### config.mk
export PLATFORM = sky130hd
export DESIGN_NAME = led_cmd_ctrl
export DESIGN_NICKNAME = d
export VERILOG_FILES = /design/src/rtl/led_cmd_ctrl.sv
export SDC_FILE = /design/constraint.sdc
export NUM_CORES = 1
export LEC_CHECK = 0
export ABC_AREA = 1
export CAP_MARGIN = 20
export CORE_AREA = 2 2 101 103
export CTS_BUF_LIST = sky130_fd_sc_hd__clkbuf_4
export DETAILED_ROUTE_END_ITERATION = 7
export DIE_AREA = 0 0 103 105
export GPL_ROUTABILITY_DRIVEN = 0
export PLACE_DENSITY = 0.87
export SKIP_LAST_GASP = 1
export SLEW_MARGIN = 0
export SYNTH_ARGS = -nofsm -noshare
export SYNTH_HDL_FRONTEND = slang
export SYNTH_SLANG_ARGS = --single-unit
### constraint.sdc
create_clock -name sysclk -period 8.3 [get_ports sysclk]
set_input_delay 1.66 -clock sysclk [delete_from_list [all_inputs] [get_ports sysclk]]
set_output_delay 1.66 -clock sysclk [all_outputs]
set_load 0.1 [all_outputs]
### src/rtl/led_cmd_ctrl.sv
// rtl/led_cmd_ctrl.sv - SPI command controller: LED brightness registers, readback staging, PWM outputs
// Optional feature macro: LED_GAMMA_EN (square-law duty mapping).

`ifndef CMD_BITS
`define CMD_BITS 8
`endif
`ifndef ADDR_BITS
`define ADDR_BITS 8
`endif
`ifndef PAYLOAD_BITS
`define PAYLOAD_BITS 8
`endif
`ifndef MASTER_FRAME_WIDTH
`define MASTER_FRAME_WIDTH 24
`endif
`ifndef CS_ASSERT
`define CS_ASSERT 1'b0
`endif
`ifndef CS_DEASSERT
`define CS_DEASSERT 1'b1
`endif
`ifndef CMD_NOP
`define CMD_NOP 8'h00
`endif
`ifndef CMD_WRITE
`define CMD_WRITE 8'h01
`endif
`ifndef CMD_READ
`define CMD_READ 8'h02
`endif

module led_cmd_ctrl #(
    parameter int NUM_LEDS  = 4,
    parameter int PWM_DIV   = 1250,
    parameter int PWM_STEPS = 100
) (
    input  logic                           sysclk,
    input  logic                           rst,
    input  logic                           cs,
    input  logic [`CMD_BITS-1:0]           i_cmd,
    input  logic [`ADDR_BITS-1:0]          i_addr,
    input  logic [`PAYLOAD_BITS-1:0]       i_payload,
    output logic                           o_slv_tx_enb,
    output logic [`MASTER_FRAME_WIDTH-1:0] o_slv_frame,
    output logic [NUM_LEDS-1:0]            o_led,
    output logic                           o_err
);

    localparam int IDX_W  = (NUM_LEDS > 1) ? $clog2(NUM_LEDS) : 1;
    localparam int DIV_W  = (PWM_DIV > 1) ? $clog2(PWM_DIV) : 1;
    localparam int STEP_W = (PWM_STEPS > 1) ? $clog2(PWM_STEPS) : 1;
    localparam int BR_W   = 7;

    typedef enum logic [1:0] {ARMED, EXEC, WAIT_CS} frame_state_t;
    typedef enum logic [1:0] {R_NONE, R_PEND, R_SEND} resp_state_t;

    frame_state_t fstate, fstate_n;
    resp_state_t  rstate, rstate_n;

    logic [`CMD_BITS-1:0]     cmd_q;
    logic [`ADDR_BITS-1:0]    addr_q;
    logic [`PAYLOAD_BITS-1:0] payload_q;
    logic                     rearm_ok;
    logic                     pend_idle;
    logic                     latch_en;
    logic                     exec_en;

    logic [BR_W-1:0]   bright [NUM_LEDS];
    logic [BR_W-1:0]   duty   [NUM_LEDS];
    logic [DIV_W-1:0]  presc;
    logic [STEP_W-1:0] step;

    logic                     is_write;
    logic                     is_read;
    logic                     addr_ok;
    logic [IDX_W-1:0]         addr_idx;
    logic [BR_W-1:0]          wr_value;
    logic [`PAYLOAD_BITS-1:0] rd_payload;

    function automatic logic [BR_W-1:0] duty_map(input logic [BR_W-1:0] b);
`ifdef LED_GAMMA_EN
        logic [13:0] sq;
        sq = {7'd0, b} * {7'd0, b};
        return BR_W'(sq / 14'd100);
`else
        return b;
`endif
    endfunction

    assign is_write   = (cmd_q == `CMD_WRITE);
    assign is_read    = (cmd_q == `CMD_READ);
    assign addr_ok    = (addr_q < `ADDR_BITS'(NUM_LEDS));
    assign addr_idx   = addr_q[IDX_W-1:0];
    assign wr_value   = (payload_q > `PAYLOAD_BITS'(100)) ? BR_W'(100) : payload_q[BR_W-1:0];
    assign rd_payload = addr_ok ? `PAYLOAD_BITS'(bright[addr_idx]) : '1;

    always_ff @(posedge sysclk) begin
        if (rst) begin
            fstate <= ARMED;
            rstate <= R_NONE;
        end else begin
            fstate <= fstate_n;
            rstate <= rstate_n;
        end
    end

    // rearm_ok blocks a frame that was already in flight when reset hit.
    always_comb begin
        fstate_n = fstate;
        latch_en = 1'b0;
        exec_en  = 1'b0;
        case (fstate)
            ARMED: begin
                if (rearm_ok && cs == `CS_ASSERT && i_cmd != `CMD_NOP) begin
                    latch_en = 1'b1;
                    fstate_n = EXEC;
                end
            end
            EXEC: begin
                exec_en  = 1'b1;
                fstate_n = WAIT_CS;
            end
            WAIT_CS: begin
                if (cs == `CS_DEASSERT) fstate_n = ARMED;
            end
            default: fstate_n = ARMED;
        endcase
    end

    always_comb begin
        rstate_n = rstate;
        case (rstate)
            R_NONE: rstate_n = R_NONE;
            R_PEND: if (pend_idle && cs == `CS_ASSERT) rstate_n = R_SEND;
            R_SEND: if (cs == `CS_DEASSERT) rstate_n = R_NONE;
            default: rstate_n = R_NONE;
        endcase
        if (exec_en && is_read) rstate_n = R_PEND;
    end

    assign o_slv_tx_enb = (rstate != R_NONE);

    always_ff @(posedge sysclk) begin
        if (rst) begin
            cmd_q       <= '0;
            addr_q      <= '0;
            payload_q   <= '0;
            rearm_ok    <= 1'b0;
            pend_idle   <= 1'b0;
            o_err       <= 1'b0;
            o_slv_frame <= '0;
            for (int i = 0; i < NUM_LEDS; i++) bright[i] <= '0;
        end else begin
            if (cs == `CS_DEASSERT) rearm_ok <= 1'b1;
            if (latch_en) begin
                cmd_q     <= i_cmd;
                addr_q    <= i_addr;
                payload_q <= i_payload;
            end
            if (exec_en) begin
                if (is_write && addr_ok) bright[addr_idx] <= wr_value;
                if (!(is_write || is_read) || !addr_ok) o_err <= 1'b1;
            end
            if (exec_en && is_read) begin
                o_slv_frame <= {`CMD_READ, addr_q, rd_payload};
                pend_idle   <= 1'b0;
            end else begin
                if (rstate == R_PEND && cs == `CS_DEASSERT) pend_idle <= 1'b1;
                if (rstate == R_SEND && cs == `CS_DEASSERT) o_slv_frame <= '0;
            end
        end
    end

    // Duty reloads only at the period boundary so a period is never cut short.
    always_ff @(posedge sysclk) begin
        if (rst) begin
            presc <= '0;
            step  <= '0;
            o_led <= '0;
            for (int i = 0; i < NUM_LEDS; i++) duty[i] <= '0;
        end else begin
            if (presc == DIV_W'(PWM_DIV - 1)) begin
                presc <= '0;
                if (step == STEP_W'(PWM_STEPS - 1)) begin
                    step <= '0;
                    for (int i = 0; i < NUM_LEDS; i++) duty[i] <= duty_map(bright[i]);
                end else begin
                    step <= step + 1'b1;
                end
            end else begin
                presc <= presc + 1'b1;
            end
            for (int i = 0; i < NUM_LEDS; i++) o_led[i] <= (32'(step) < 32'(duty[i]));
        end
    end

endmodule

======== Word level (Yosys, flattened, before mapping) ========
Memory sizes are Yosys's and may differ from the RTL's. A register that Yosys moved wholly into a read port is not among the register bits.
Cells that the tools add are included.
word-level totals
  bits in read-only memories .............. 0
  latch bits .............................. 0
  memories kept ........................... 2
  word-level logic and storage cells ...... 97
  output and inout port bits .............. 30
  bits of input ports ..................... 27
  memory bits (writable) .................. 56
  register bits after elaboration ......... 70
cells by class
  shifts and indexed selects .............. 0
  magnitude comparators ................... 6
  bitwise logic cells ..................... 5
  add/sub/neg operators ................... 2
  div/mod/pow operators ................... 0
  mux-type cells .......................... 33
  multiply operators ...................... 0
  equality and inequality tests ........... 14
  reductions and logical operators ........ 22
memory list
  name    depth  width  read ports  clocked after Yosys merged registers in  write ports  line  text
  bright  4      7      5           1                                        4            68    logic [BR_W-1:0] bright [NUM_LEDS];
  duty    4      7      4           0                                        4            69    logic [BR_W-1:0] duty [NUM_LEDS];
operators by type and width
  kind                     count
  $mux W7                  7
  $mux W18                 2
  $lt A7 B7 Y1             4
  $mux W1                  15
  $mux W2                  6
  $add A11 B1 Y11 const B  1
  $eq A11 B11 Y1 const B   1
  $eq A8 B1 Y1 const B     1
  $eq A8 B2 Y1 const B     1
  $gt A8 B7 Y1 const B     1
  $lt A8 B3 Y1 const B     1
  $mux W8                  1
  $ne A2 B2 Y1 const B     4
  $reduce_and A2 Y1        4
  $reduce_bool A8 Y1       1
  $add A7 B1 Y7 const B    1
  $eq A7 B7 Y1 const B     1
  $logic_and A1 B1 Y1      7
  $reduce_or A7 Y1         1
  $ne A3 B3 Y1 const B     2
  $pmux W2 S3              1
  $eq A2 B1 Y1 const B     2
  $eq A2 B2 Y1 const B     2
  $or A1 B1 Y1             4
  7 further kinds          11

======== Longest topological paths before layout ========
Gate-level depths: netlist (run 1).
  word-level depth ........................ 8
  gate-level depth with buffers ........... 9
  mapped depth without buffers ............ 8

======== Worst setup path before layout (run 1) ========
Ideal clock, no wire load.
  kind .................................... input port to flip-flop
  from .................................... input rst
  to ...................................... memory duty[0][0] (enable)
  path buffers ............................ 2
  setup time .............................. 420 ps
  data arrival time ....................... 2993 ps
  required time ........................... 7880 ps
  stages .................................. 4
  path slack .............................. 4887 ps
  cell sequence ........................... buf_2 > inv_2 > buf_2 > o21ai_1
RTL lines
  item             line  text
  start, declared  38    input logic rst,
  end, declared    69

======== Worst setup path after layout (run 1) ========
  from .................................... register rstate[1]
  to ...................................... output o_slv_tx_enb
on the way
  cells in the longest elaborated chain, start to end .. 1
ends and longest elaborated chain
  item                    line  text
  start, declared         58    resp_state_t rstate, rstate_n;
  start signal, assigned  103   rstate <= rstate_n;
  $reduce_bool A2 Y1      141   assign o_slv_tx_enb = (rstate != R_NONE);
  end, declared           43    output logic o_slv_tx_enb,
Every way passes these cells.

==> results of run 1 <==
power by group through the flow:
stage,logic (mW),registers [mW],clock network [mW]
CTS,0.124,0.693,0.499
floorplan,0.0868,0.713,0
global route,0.136,0.696,0.526
global placement,0.119,0.706,0
detailed placement,0.123,0.707,0
finish,0.124,0.693,0.493
flip-flops by register name (all words and copies together), names as in the netlist, named ones only:
register,flops
o_slv_frame,17
rearm_ok,1
bright,28
o_led,4
o_err,1
fstate,2
addr_q,8
presc,11
pend_idle,1
cmd_q,8
payload_q,8
step,7
rstate,2
duty,28
metrics by stage:
| stage | instances | cell area [sq um] | power (mW) |
|---|---|---|---|
| floorplan | 693 | 6140 | 0.799 |
| global placement | 845 | 6610 | 0.825 |
| detailed placement | 845 | 6610 | 0.830 |
| CTS | 877 | 6950 | 1.32 |
| global route | 877 | 6950 | 1.36 |
| finish | 877 | 6950 | 1.31 |
routing by layer:
layer | vias up | part of all wire [%]
met2 | 164 | 53
met5 | - | 0
met3 | 29 | 5.2
li1 | 2345 | -
met1 | 2177 | 40
met4 | 0 | 2.4
cells in the final DEF (no fill, tap or decap), drive strengths merged, types with 7 or more instances in the layout:
master | synthesis | layout
clkdlybuf4s50 | 0 | 49
edfxtp | 56 | 56
nor3 | 10 | 10
o211ai | 7 | 7
o21ai | 39 | 39
dfxtp | 72 | 72
nand2 | 84 | 84
nand4 | 7 | 7
nor2 | 139 | 139
conb | 1 | 7
ha | 27 | 27
clkbuf | 5 | 18
inv | 86 | 91
a21oi | 51 | 51
nand3 | 58 | 58
worst min path at each step:
stage	from	endpoint	slack (ps)	cells after the start
final	o_slv_frame[17]	o_slv_frame[17]	480	2
after detailed placement	pend_idle	pend_idle	470	2
after CTS	pend_idle	pend_idle	480	2
after global placement	presc[0]	presc[0]	450	1
after global routing	pend_idle	pend_idle	500	2
after floorplan	presc[0]	presc[0]	430	1
layout make-up:
cell class / instances / share of cell area, %
Clock buffer: 18 / 1.95
Clock inverter: 14 / 2.92
Inverter: 86 / 4.65
Multi-Input combinational cell: 447 / 35.8
Sequential cell: 128 / 45.0
Tap cell: 133 / 2.40
Timing Repair Buffer: 51 / 7.28
cells by family after synthesis:
group,count (synthesis)
XOR/XNOR,4
buffers and inverters,118
flip-flops,128
other,1
AND/OR/NAND/NOR,305
adder cells (fa/ha/maj),27
AO/OA/AOI/OAI,104
worst max-delay path, cell delays in order (launching register included):
cell	delay, ps
dfxtp_1	370
inv_1	70
nand2_1	60
clkdlybuf4s50_1	1120
==> flow_summary_export.csv, run 1 <==
group,metric,value,unit
timing,min_period,3790,ps
floorplan,dieArea,10800,sq um
timing,fmax,264,MHz
route,ant_nets,0,
layout,fin_util,72.1,%
worst_setup_path,worst_setup_path_end_kind,"output port",
clocking,hold_buffers,0,
clocking,clock_path_buffers,2,
global_routing,met1_usage,27.3,%
global_routing,grt.busiest_layer,"met2",
power,p_sw_share,26.3,%
timing,whs,482,ps
worst_setup_path,r2r_start,"step[1]",
global_routing,grt_pass1_vias,4547,
route,finalWirelength,12100,um
route,drc,0,
power,intPower,0.966,mW
layout,areaGrowthSynthToFinish,13.4,%
power,power.switching,0.344,mW
timing,period_share,45.6,%
clocking,htreeDepth,4,
floorplan,num_rows,36,
logic_synthesis,ys_ff_latch,128,
logic_synthesis,synth-seq-area-share,51.0,%
global_routing,grt_pass1_wl,19900,um
worst_setup_path,reg2regPathDepth,7,
timing,timing.slew.headroom,28.3,%
logic_synthesis,synthAdderAreaFrac,5.52,%
floorplan,start_util,63.5,%
worst_setup_path,critPathCapture,"o_slv_tx_enb",
global_routing,grt_use_met2,40.7,%
clocking,cts_setup_buffers,0,
placement,hpwl,8730,um
global_routing,antenna_found_initial,0,
global_routing,grt.total_usage,23.5,%
power,seq_power_share,52.9,%
power,irDropWorstVdd,126,uV
floorplan,core_area,9640,sq um
logic_synthesis,yosysTopAreaCell,"edfxtp_1",
placement,portBuffers,49,
logic_synthesis,synth_cell_types,38,
power,p_comb_share,9.5,%
logic_synthesis,synthTopCellsByCount,"114 x nor2_1, 84 x nand2_1, 76 x inv_1",
floorplan,fp.dieH,105,um
worst_setup_path,required,6640,ps
timing,slew_violations,0,
route,drt_iter0_markers,297,
worst_setup_path,crit_path_start,"rstate[1]",
logic_synthesis,synth_warnings,0,
worst_setup_path,ff2ff_setup_slack,5840,ps
logic_synthesis,synth_top_family_by_area,"simple AND/OR/NAND/NOR gates",
layout,n_fill_cell,695,
global_routing,grt_start_max_net_pins,36,
clocking,cts.repair.resized,0,
global_routing,grt_use_met3,5.89,%
clocking,clk_latency,510,ps
layout,multi_input_area,2490,sq um
logic_synthesis,syn_avg_cell_area,8.91,sq um
power,power_density,189,nW/um^2
power,cellLeakagePower,2.72,nW
logic_synthesis,synth_edf_count,56,
power,clock_power_share,37.6,%
logic_synthesis,synth_xor_area_share,0.572,%
timing,setup_tns,0,ps
timing,rsz0062_at_grt,"false",
clocking,cts_buffers,17,
route,wl_per_cell,13.8,um
logic_synthesis,synthArstFlopShare,0,%
logic_synthesis,synthSimpleGateAreaFrac,24.9,%
floorplan,die_w,103,um
logic_synthesis,synthMuxAreaShare,0,%
clocking,cts-root-buf,"clkbuf_4",
layout,final_nets,785,
worst_setup_path,crit_type,"flip-flop to output port",
job,timing.max_cap.violations,0,
worst_setup_path,arrival,2130,ps
logic_synthesis,syn_inst,687,
worst_hold_path,hold_path.class,"flip-flop to flip-flop",
placement,place_ws,4240,ps
timing,finalHoldViolCount,0,
timing,setup_ws,4510,ps
logic_synthesis,yosys_most_used_dff,"dfxtp_1",
worst_setup_path,cp-start-kind,"flip-flop",
logic_synthesis,synthTopCellsByArea,"edfxtp_1 27%, dfxtp_1 24%, nor2_1 7.0%",
timing,finClkSkew,27.5,ps
logic_synthesis,syn-cell-area,6120,sq um
logic_synthesis,synth_most_common_cell,"nor2_1",
clocking,clk_pin_slew,120,ps
timing,setup_viol,0,
floorplan,io_pins,57,
run_status,status,"completed",
worst_setup_path,regToRegEndpoint,"duty[0][6]",
logic_synthesis,synth_compound_area_share,9.20,%
route,vias,4715,
timing,worstMarginPinSlew,1060,ps
clocking,clkSinkCount,128,
route,viasPerCell,5.38,
worst_setup_path,path_max_fanout,3,
layout,diodes,0,
layout,final-seq-area,3120,sq um
clocking,cts_tree,"yes",
global_routing,grt_overflow,0,
logic_synthesis,synth_top_area_share,27.5,%
route,first_pass_iters,5,
layout,drive_gt1_share,11.3,%
No activity file was read; power rests on OpenSTA's default activity.
==> inputs of run 2 (changes only) <==
- CORE_AREA: 2 2 101 103 -> 2 2 105 107
- DIE_AREA: 0 0 103 105 -> 0 0 107 109
- PLACE_DENSITY: 0.87 -> 0.81
- clock period: 8.3 -> 3.5 ns (I/O delays scaled with it)
==> run 2 against run 1 <==
Net effect:
- final cell count rose by 0.91%
- first-iteration DRC count fell by 5.1%
- global-route usage fell by 1.6 points
- sequential share of layout area rose by 0.34 points
- hold slack got worse by 5.5 ps
- setup slack got worse by 3800 ps
- critical path depth fell by 2
- flip-flop and latch count did not move
- clock-buffer cell count rose by 3
- clock skew fell by 2.1 ps
- sequential power rose by 140%
- die area rose by 7.8%
- largest power group unchanged
- highest routed layer unchanged
==> flow_summary_export.csv, run 2 (synthesis results as in run 1) <==
group,metric,value,unit
run_status,status,"completed",
worst_setup_path,ff2ff_setup_slack,1010,ps
timing,timing.slew.headroom,32.9,%
route,wl_per_cell,13.4,um
timing,period_share,79.0,%
floorplan,io_pins,57,
worst_setup_path,crit_type,"flip-flop to output port",
worst_setup_path,worstPathCellList,"clkdlybuf4s50_1",
route,first_pass_iters,5,
power,power,2.91,mW
worst_setup_path,slowest_stage,"clkdlybuf4s50_1",
timing,finClkSkew,25.4,ps
floorplan,start_util,57.7,%
floorplan,die_w,107,um
power,irDropWorstVdd,261,uV
floorplan,core_area,10600,sq um
timing,rsz0062_at_grt,"false",
worst_setup_path,r2r_start,"step[1]",
timing,setup_tns,0,ps
layout,fin_util,65.0,%
global_routing,grt.total_usage,21.9,%
job,timing.max_cap.violations,0,
worst_setup_path,arrival,2070,ps
worst_setup_path,worst_setup_path_end_kind,"output port",
clocking,cts_setup_buffers,0,
global_routing,grt_pass1_wl,19700,um
clocking,hold_buffers,0,
clocking,clkSinkCount,128,
timing,fmax,362,MHz
global_routing,antenna_found_initial,0,
worst_hold_path,holdPathStages,2,
route,finalWirelength,11800,um
worst_setup_path,regToRegEndpoint,"duty[0][5]",
worst_setup_path,path_depth,1,
global_routing,grt_overflow,0,
layout,areaGrowthSynthToFinish,12.6,%
floorplan,num_rows,38,
clocking,cts_buffers,17,
route,viasPerCell,5.27,
power,cellLeakagePower,2.70,nW
clocking,cts.repair.resized,0,
worst_setup_path,reg2regPathDepth,7,
route,drt_iter0_markers,282,
clocking,clk_latency,540,ps
placement,hpwl,8750,um
timing,finalHoldViolCount,0,
worst_hold_path,hold_path.class,"flip-flop to flip-flop",
route,vias,4665,
placement,portBuffers,49,
layout,final_nets,786,
worst_setup_path,slowest_delay,1150,ps
layout,drive_gt1_share,11.4,%
clocking,cts_tree,"yes",
timing,setup_viol,0,
worst_setup_path,crit_family,"buffers and inverters",
timing,slew_violations,0,
worst_setup_path,path_max_fanout,2,
layout,diodes,0,
worst_setup_path,cp_num_buf_inv,1,
power,power_density,423,nW/um^2
layout,layout_commonest_cell,"nor2_1",
timing,min_period,2770,ps
clocking,clock_path_buffers,2,
route,ant_nets,0,
layout,reg_top3,"bright x28, duty x28, o_slv_frame x17",
worst_setup_path,crit_path_start,"o_slv_frame[0]",
floorplan,fp.dieH,109,um
clocking,htreeDepth,4,
clocking,clk_pin_slew,130,ps
route,drc,0,
worst_setup_path,required,2800,ps
floorplan,dieArea,11700,sq um
global_routing,grt_start_max_net_pins,34,
timing,worstMarginPinSlew,1000,ps
layout,final_cell_mix,"114 x nor2_1, 84 x nand2_1, 76 x inv_1",
global_routing,grt_pass1_vias,4392,
worst_setup_path,cp-start-kind,"flip-flop",
clocking,cts-root-buf,"clkbuf_4",
worst_setup_path,critPathCapture,"o_slv_frame[0]",
-- run 2: area by class of cell --
| class | instances | area [sq um] |
|---|---|---|
| inverter | 86 | 323 |
| timing repair buffer | 52 | 510 |
| multi-input combinational | 447 | 2490 |
| sequential | 128 | 3120 |
| clock inverter | 11 | 114 |
| fill | 825 | 3710 |
| tap | 140 | 175 |
| clock buffer | 21 | 158 |
-- run 2: power by group --
part	switching [mW]	internal (mW)	total, mW
combinational	0.201	0.0904	0.292
sequential	0.0341	1.61	1.64
clock	0.527	0.452	0.979
total	0.762	2.15	2.91
-- run 2: metal layers --
layer	GRT usage, %	vias to the layer above	wire [um]
met5	0	-	0
met4	11.2	0	354
met3	5.68	36	582
met2	36.6	135	5800
met1	26.1	2145	5100
li1	-	2349	-
-- run 2: per-stage QoR --
step                cell area [sq um]  setup slack, ps  hold WS (ps)  std cells
detailed placement               6620              652           457        853
global placement                 6620              778           441        853
global route                     6890              645           501        885
CTS                              6890              697           472        885
finish                           6890              734           476        885
floorplan                        6140              767           433        693
-- run 2: worst min-delay path by stage --
stage,start,endpoint
floorplan,presc[0],presc[0]
global placement,o_err,o_err
global route,o_err,o_err
finish,pend_idle,pend_idle
CTS,pend_idle,pend_idle
detailed placement,pend_idle,pend_idle
==> inputs of run 3 (changes only) <==
- CORE_AREA: 2 2 105 107 -> 2 2 110 112
- DIE_AREA: 0 0 107 109 -> 0 0 112 114
- PLACE_DENSITY: 0.81 -> 0.77
- clock period: 3.5 -> 2.4 ns (I/O delays scaled with it)
==> run 3 against run 2 <==
Net effect:
- combinational power up 49%
- first-iteration DRC count up 14%
- flip-flop and latch count unchanged
- critical path depth up 7
- power up 51%
- die area up 9.5%
- hold slack worse by 2.1 ps
- final area up 1.2%
- clock-buffer cell count down 1
- utilization down 5.5 points
- clock skew up 2.8 ps
- largest cell class unchanged
- register-to-register slack worse by 750 ps
==> flow_summary_export.csv, run 3 (synthesis results as in run 1) <==
group,metric,value,unit
worst_setup_path,cp-start-kind,"flip-flop",
clocking,hold_buffers,0,
power,power_density,631,nW/um^2
global_routing,grt_start_max_net_pins,29,
timing,worstMarginPinSlew,1030,ps
floorplan,fp.dieH,114,um
placement,hpwl,9140,um
route,finalWirelength,12000,um
run_status,status,"completed",
clocking,clk_pin_slew,120,ps
layout,reg_top3,"bright x28, duty x28, o_slv_frame x17",
route,ant_nets,0,
worst_setup_path,arrival,2510,ps
worst_hold_path,holdPathStages,2,
clocking,clock_path_buffers,2,
layout,final_nets,793,
worst_setup_path,reg2regPathDepth,8,
clocking,htreeDepth,4,
layout,areaGrowthSynthToFinish,13.9,%
timing,slew_violations,0,
clocking,clkSinkCount,128,
worst_setup_path,required,2770,ps
floorplan,dieArea,12800,sq um
job,timing.max_cap.violations,0,
clocking,cts_tree,"yes",
global_routing,grt_overflow,0,
layout,layout_commonest_cell,"nor2_1",
route,wl_per_cell,13.3,um
route,viasPerCell,5.19,
worst_setup_path,crit_type,"flip-flop to flip-flop",
global_routing,antenna_found_initial,0,
route,first_pass_iters,5,
worst_setup_path,ff2ff_setup_slack,260,ps
global_routing,grt_pass1_vias,4604,
placement,portBuffers,49,
clocking,cts.repair.resized,0,
worst_hold_path,hold_path_end,"o_slv_frame[17]",
timing,finalHoldViolCount,0,
route,drt_iter0_markers,322,
global_routing,grt_pass1_wl,20600,um
clocking,cts-root-buf,"clkbuf_4",
timing,setup_tns,0,ps
layout,diodes,0,
power,irDropWorstVdd,383,uV
worst_hold_path,hold_path.class,"flip-flop to flip-flop",
worst_hold_path,hold_start,"o_slv_frame[17]",
clocking,clk_latency,540,ps
timing,fmax,467,MHz
clocking,cts_buffers,17,
global_routing,grt.total_usage,20.3,%
timing,min_period,2140,ps
clocking,cts_setup_buffers,0,
floorplan,core_area,11700,sq um
layout,final_cell_mix,"114 x nor2_1, 84 x nand2_1, 76 x inv_1",
route,drc,0,
worst_setup_path,path_max_fanout,10,
timing,rsz0062_at_grt,"false",
floorplan,num_rows,40,
floorplan,start_util,52.3,%
power,cellLeakagePower,2.80,nW
timing,setup_viol,0,
worst_setup_path,worst_setup_path_end_kind,"flip-flop",
worst_setup_path,r2r_start,"step[1]",
timing,timing.slew.headroom,30.5,%
layout,drive_gt1_share,15.3,%
worst_setup_path,regToRegEndpoint,"duty[0][1]",
timing,finClkSkew,28.3,ps
floorplan,die_w,112,um
floorplan,io_pins,57,
route,vias,4669,
layout,fin_util,59.6,%
timing,period_share,89.1,%
## run 3: cell count changes in the layout (fill, tap and decap cells not counted)
| cell | change |
|---|---|
| buf_12 | +3 |
| clkdlybuf4s50_1 | -22 |
| clkinv_1 | -1 |
| clkinvlp_4 | +1 |
| clkinv_2 | -3 |
| clkbuf_4 | -1 |
| buf_4 | +26 |
| clkinv_4 | +3 |
| bufinv_16 | +1 |
## run 3: worst max-delay path by stage
stage	startpoint	to	slack (ps)	cells after the start
after floorplan	step[1]	duty[0][0]	200	5
after global placement	cs	flip-flop	290	7
after detailed placement	cs	addr_q[0]	160	7
after CTS	step[1]	duty[0][1]	260	8
after global routing	step[1]	duty[0][1]	70	8
final	step[1]	duty[0][1]	260	8
## run 3: cell type report
cell class	instances	area (sq um)
fill	1001	4740
sequential	128	3120
multi-input combinational	447	2490
timing repair buffer	59	546
inverter	86	323
tap	147	184
clock inverter	12	159
clock buffer	20	150
## run 3: per-layer routing
metal	vias up	global-route usage (%)	share of wire, %
li1	2370	-	-
met1	2125	22.9	41
met2	141	34.7	50
met3	33	6.54	5.5
met4	0	10.5	3.1
met5	-	0	0
## run 3: critical path, stage by stage (launching register included)
cell     delay (ps)
dfxtp_1         510
ha_1            330
inv_2            40
nor2_1           90
nand3_1         180
inv_2           140
nand4_4         290
buf_12          280
nor2_1          110
## run 3: stage by stage
stage	hold WS (ps)	total power [mW]	std cells	instance area [sq um]	setup slack, ps
6_report	474	4.40	899	6970	261
3_3_place_gp	450	2.87	867	6670	287
2_1_floorplan	433	2.76	693	6150	201
5_1_grt	498	4.58	899	6970	68.6
3_5_place_dp	459	2.88	867	6670	155
4_1_cts	470	4.43	899	6970	256
## run 3: where the power goes
part	total (mW)	switching (mW)	internal [mW]
clock	1.57	0.802	0.766
combinational	0.436	0.297	0.139
sequential	2.40	0.0499	2.35
